[config.mk]
export PLATFORM = sky130hd
export DESIGN_NAME = dm_store_unit
export DESIGN_NICKNAME = d
export VERILOG_FILES = /design/src/rtl/dm_store_unit_pkg.sv /design/src/rtl/dm_store_unit_st_align.sv /design/src/rtl/dm_store_unit.sv
export SDC_FILE = /design/constraint.sdc
export NUM_CORES = 1
export LEC_CHECK = 0
export ABC_AREA = 1
export BUFFER_PORTS_ARGS = -buffer_cell sky130_fd_sc_hd__clkbuf_2
export CAP_MARGIN = 20
export CORE_MARGIN = 1.5
export CORE_UTILIZATION = 35
export CTS_CLUSTER_DIAMETER = 60
export DETAILED_ROUTE_END_ITERATION = 12
export PLACE_DENSITY = 0.55
export RECOVER_POWER = 100
export SYNTH_ARGS = -nofsm -noshare
export SYNTH_HDL_FRONTEND = slang
export SYNTH_SLANG_ARGS = --single-unit
[constraint.sdc]
create_clock -name clk -period 4.4 [get_ports clk]
set_clock_uncertainty 0.1 [all_clocks]
set_input_delay 1.32 -clock clk [delete_from_list [all_inputs] [get_ports clk]]
set_output_delay 1.32 -clock clk [all_outputs]
set_load 0.03 [all_outputs]
[src/rtl/dm_store_unit_pkg.sv]
// dm_store_unit_pkg: store-type encodings and DM/timer address map shared by the MEM-stage load/store paths
package dm_store_unit_pkg;
  typedef enum logic [1:0] {ST_NOSTORE = 2'b00, ST_SW = 2'b01, ST_SH = 2'b10, ST_SB = 2'b11} st_type_e;
  localparam logic [31:0] MIN_DM       = 32'h0000_0000;
  localparam logic [31:0] MAX_DM       = 32'h0000_2FFF;
  localparam logic [31:0] MIN_TC0      = 32'h0000_7F00;
  localparam logic [31:0] MAX_TC0      = 32'h0000_7F0B;
  localparam logic [31:0] MIN_TC1      = 32'h0000_7F10;
  localparam logic [31:0] MAX_TC1      = 32'h0000_7F1B;
  localparam logic [31:0] TC_COUNT_OFF = 32'h0000_0008;
endpackage

[src/rtl/dm_store_unit_st_align.sv]
// dm_store_unit_st_align: combinational byte enables, lane replication and store address exception
module dm_store_unit_st_align
  import dm_store_unit_pkg::*;
#(
  parameter int ADDR_W = 32
) (
  input  logic [1:0]        st_type,
  input  logic [ADDR_W-1:0] addr,
  input  logic [31:0]       wr_data,
  input  logic              dm_ov,
  output logic [3:0]        be,
  output logic [31:0]       wdata,
  output logic              ades
);
  logic in_dm, in_tc, misalign;
  // Lane placement and legality check; MIN_DM is zero so only the upper DM bound needs comparing
  always_comb begin
    be = st_type == ST_SW ? 4'hF : st_type == ST_SH ? (addr[1] ? 4'hC : 4'h3) :
         st_type == ST_SB ? 4'b0001 << addr[1:0] : 4'h0;
    wdata = st_type == ST_SH ? {2{wr_data[15:0]}} : st_type == ST_SB ? {4{wr_data[7:0]}} : wr_data;
    in_dm = addr <= ADDR_W'(MAX_DM);
    in_tc = (addr >= ADDR_W'(MIN_TC0) && addr <= ADDR_W'(MAX_TC0)) ||
            (addr >= ADDR_W'(MIN_TC1) && addr <= ADDR_W'(MAX_TC1));
    misalign = (st_type == ST_SW && addr[1:0] != 2'b00) || (st_type == ST_SH && addr[0]);
    ades = st_type != ST_NOSTORE && (misalign || dm_ov || !(in_dm || in_tc) ||
           (in_tc && (st_type != ST_SW || addr[3:2] == TC_COUNT_OFF[3:2])));
  end
endmodule

[src/rtl/dm_store_unit.sv]
// dm_store_unit: aligns MEM-stage stores and queues them for the DM/timer bridge, stalling on full queue or load hazard
module dm_store_unit
  import dm_store_unit_pkg::*;
#(
  parameter int DEPTH  = 2,
  parameter int ADDR_W = 32
) (
  input  logic              clk,
  input  logic              reset,
  input  logic [1:0]        StType,
  input  logic [ADDR_W-1:0] Addr,
  input  logic [31:0]       WrData,
  input  logic              DMOv,
  input  logic              Flush,
  input  logic [ADDR_W-1:0] LdAddr,
  input  logic              LdValid,
  output logic              AdES,
  output logic              Stall,
  output logic              BusReq,
  output logic [ADDR_W-1:0] BusAddr,
  output logic [3:0]        BusBE,
  output logic [31:0]       BusWData,
  input  logic              BusAck
);
  localparam int PW = DEPTH > 1 ? $clog2(DEPTH) : 1;
  localparam int CW = $clog2(DEPTH + 1);
  logic [ADDR_W-3:0] q_addr [DEPTH];
  logic [3:0]        q_be   [DEPTH];
  logic [31:0]       q_data [DEPTH];
  logic [DEPTH-1:0]  vld;
  logic [PW-1:0]     head, tail;
  logic [CW-1:0]     count;
  logic [3:0]        be;
  logic [31:0]       wdata;
  logic              hit, store, accept, pop;
  function automatic logic [PW-1:0] nxt(input logic [PW-1:0] p);
    return p == PW'(DEPTH - 1) ? '0 : p + 1'b1;
  endfunction
  dm_store_unit_st_align #(.ADDR_W(ADDR_W)) u_align (
    .st_type(StType),
    .addr   (Addr),
    .wr_data(WrData),
    .dm_ov  (DMOv),
    .be     (be),
    .wdata  (wdata),
    .ades   (AdES)
  );
  // A pending load must wait while any queued store targets the same word
  always_comb begin
    hit = 1'b0;
    for (int i = 0; i < DEPTH; i++)
      hit = hit | (vld[i] && (LdAddr & ~ADDR_W'(3)) == {q_addr[i], 2'b00});
  end
  assign store    = StType != ST_NOSTORE && !AdES && !Flush;
  assign Stall    = (store && count == CW'(DEPTH) && !BusAck) || (LdValid && hit);
  assign accept   = store && !Stall;
  assign pop      = BusReq && BusAck;
  assign BusReq   = count != '0;
  assign BusAddr  = BusReq ? {q_addr[head], 2'b00} : '0;
  assign BusBE    = BusReq ? q_be[head] : '0;
  assign BusWData = BusReq ? q_data[head] : '0;
  // Queue bookkeeping; on a full-queue accept+pop the head slot is cleared then refilled at the same index
  always_ff @(posedge clk or negedge reset) begin
    if (!reset) begin
      count <= '0;
      head  <= '0;
      tail  <= '0;
      vld   <= '0;
    end else begin
      count <= count + CW'(accept) - CW'(pop);
      if (pop) begin
        head      <= nxt(head);
        vld[head] <= 1'b0;
      end
      if (accept) begin
        tail      <= nxt(tail);
        vld[tail] <= 1'b1;
      end
    end
  end
  // Entry payload; validity is tracked separately so storage needs no reset
  always_ff @(posedge clk) begin
    if (accept) begin
      q_addr[tail] <= Addr[ADDR_W-1:2];
      q_be[tail]   <= be;
      q_data[tail] <= wdata;
    end
  end
endmodule

==> flow_summary.ini <==
[routing]
routed_wl_mm = 19.1
wire_per_inst_um = 15.4
drt_pass_1_iters = 5
initialDrtViolationCount = 337
route.detailed.vias_per_inst = 4.55
route.detailed.drc = 0
route.vias.total = 5639
drt_antenna_net_count = 0

[clock_tree]
cts_buffers = 17
holdBufCountCts = 0
clk_latency_ns = 0.41
clock_sink_count = 138
cts_post_setup_buffers_inserted = 0
clockRootBuffer = sky130_fd_sc_hd__clkbuf_16
ctsHtreeMaxLevel = 4
cts_tree = done
cts_repair_resize_count = 0
max-clock-path-buffers = 2
clk_pin_slew_ns = 0.06

[finish]
num-nets-final = 1066
final_cell_count_without_fillers = 1238
layout.cells.most_common_list = sky130_fd_sc_hd__nand2_1 (296), sky130_fd_sc_hd__edfxtp_1 (132), sky130_fd_sc_hd__inv_1 (123), sky130_fd_sc_hd__clkbuf_1 (104), sky130_fd_sc_hd__clkbuf_2 (72)
design_area_um2 = 8520
layout-drive-gt1-share_pct = 12.1
count_of_antenna_diodes_in_the_layout = 0
mostFrequentLayoutCell = sky130_fd_sc_hd__nand2_1
areaGrowthSynthToFinish_pct = 23.2
fillers = 2007

[sta]
grt_setup_unrepaired = no
worst_rel_slew_slack_pct = -3.46
final.period_utilization_pct = 95.3
fin_worst_hold_slack_ns = 0.404
report.final.hold_viol_count = 0
worst_pin_slew_ns = 1.55
period_needed_ns = 4.19
achievable-frequency_ghz = 0.239
slew_violations = 82
setup_violations = 0
tns_ns = 0
final_critical_path_setup_slack_ns = 0.207

[placed_design]
dp_hpwl_mm = 13.7
port_buffers = 170
placement.cell_area_um2 = 8110
placement.setup.worst_slack_ns = 0.184
placedCellCount = 1206
gp_congestion = 0.831

[yosys]
syn-mean-instance-area_um2 = 8.81
post_synth_instance_area_um2 = 6910
synth_top_area_share_pct = 57.3
yosys.area.top_type = sky130_fd_sc_hd__edfxtp_1
synth_area_leaders = sky130_fd_sc_hd__edfxtp_1 (57%), sky130_fd_sc_hd__nand2_1 (16%), sky130_fd_sc_hd__inv_1 (6.7%)
ys_seq_area_share_pct = 59.5
yosys_register_bits = 138
yosys_warnings = 0
yosys.cell_types.count = 30
synthCells = 785

[critical_path]
crit_arrival_ns = 2.77
crit_path_cells = clkbuf_1 > or2_0 > nor3_2 > nand3_2 > nand3_4 > o21ai_0 > inv_1 > clkbuf_1
crit_slowest_cell = sky130_fd_sc_hd__nor3_2
max_stage_delay_ns = 0.32
crit_path_start = Addr[7]
crit_required_ns = 2.98
timing.rr.start = q_addr[0][24]
rrSetupSlack_ns = 1.59
setup.worst_path.start_class = input pin
critical_path.top_delay_family = simple AND/OR/NAND/NOR gates
cp_common_cell = sky130_fd_sc_hd__clkbuf_1
crit_path_end_kind = output pin
cp_num_buf_inv = 3
setup.worst_path.class = in2out
critical_path.max_fanout = 3

[global_routing]
grt_start_max_net_pins = 82
grt_first_pass_wirelength_mm = 28.7
initial_antenna_violation_count = 1
grt_remaining_overflow = 0
grt.total_usage_pct = 18.9
grt_pass1_vias = 5334

[pwr]
p_per_area_nw_per_um2 = 558
peakVddDrop_v = 0.000275
total_leakage_power_nw = 3.68

[die]
floorplan.initialDensity_pct = 35.6
floorplan.io_pins = 175
core_region_area_um2 = 19400
placementRows = 51
die_height_um = 144
die_width_um = 144
die_footprint_um2 = 20600

[worst_hold_path]
worstHoldPathType = reg2reg
hold_sp = tail

[run_status]
status = finished, violations left
violations = max-capacitance violations, max-slew violations

[job]
drv.max_cap_violation_count = 1
## worst reg2reg max path, stage by stage, from the launching register on
cell and delay [ns]:
sky130_fd_sc_hd__edfxtp_1 0.41, sky130_fd_sc_hd__xnor2_1 0.25, sky130_fd_sc_hd__nand2_1 0.09, sky130_fd_sc_hd__nor2_1 0.16, sky130_fd_sc_hd__nand2_1 0.07, sky130_fd_sc_hd__nor2_1 0.11
sky130_fd_sc_hd__nand2_1 0.06, sky130_fd_sc_hd__nand2_1 0.09, sky130_fd_sc_hd__nand2_1 0.07, sky130_fd_sc_hd__clkbuf_1 0.12, sky130_fd_sc_hd__nand4_1 0.12, sky130_fd_sc_hd__clkinv_1 0.10
sky130_fd_sc_hd__clkbuf_2 0.58
## state kept, by name, indices dropped and copies added, names as in the netlist
name    count
q_addr     60
count       2
tail        1
vld         2
head        1
q_be        8
q_data     64
## logic make-up (layout without fill, tap and decap cells)
logic type               after synthesis  after routing  share of synthesized area [%]
AND/OR/NAND/NOR                      354            354                           20.4
other                                  1              2                         0.0542
AO/OA/AOI/OAI                        120            120                           9.08
XOR/XNOR                              17             17                           2.15
buffers and inverters                153            340                           8.41
adder cells (fa/ha/maj)                2              2                          0.362
flip-flops                           138            138                           59.5
## layer usage
layer / up-vias / share of wire (%) / global-route usage (%)
li1: 2863 / - / -
met1: 2564 / 45 / 24.2
met2: 200 / 47 / 31.8
met3: 12 / 7.3 / 5.06
met4: 0 / 0.81 / 4.67
met5: - / 0 / 0
## report_power, final
part	leakage, nW	internal (mW)	switching [mW]	total (mW)
clock	0.285	0.800	0.601	1.40
combinational	2.14	0.403	1.47	1.88
sequential	1.26	1.46	0.0163	1.48
total	3.68	2.66	2.09	4.75
## area by class of cell
class | instances | area, um2 | share of cell area (%)
Clock buffer | 17 | 425 | 4.99
Clock inverter | 15 | 158 | 1.85
Inverter | 128 | 480 | 5.64
Multi-Input combinational cell | 495 | 2220 | 26.0
Sequential cell | 138 | 4120 | 48.3
Tap cell | 265 | 332 | 3.89
Timing Repair Buffer | 180 | 791 | 9.28
## stage by stage
step / total power, mW / utilization (%)
floorplan: 2.82 / -
global placement: 3.48 / 41.8
detailed placement: 3.48 / 41.8
CTS: 4.89 / 44.8
global route: 4.99 / 43.9
finish: 4.75 / 43.9
## cells in the mapped netlist (all sizes together)
master / count
a211oi: 1
a21oi: 66
buf: 5
clkbuf: 20
conb: 1
dfrtp: 6
edfxtp: 132
ha: 2
inv: 128
nand2: 296
nand3: 6
nand4: 7
nor2: 37
nor3: 4
o211ai: 8
o21ai: 43
o21bai: 1
o31ai: 1
or2: 4
xnor2: 14
xor2: 3
## worst paths after layout
kind | depth (start not counted) | end
setup / recovery | 8 | AdES
hold / removal | 2 | tail
setup reg to reg | 12 | q_be[0][1]
hold reg to reg | 2 | tail
max in group asynchronous | 1 | head
min in group asynchronous | 1 | vld[0]
No activity file was read; power rests on OpenSTA's default activity.
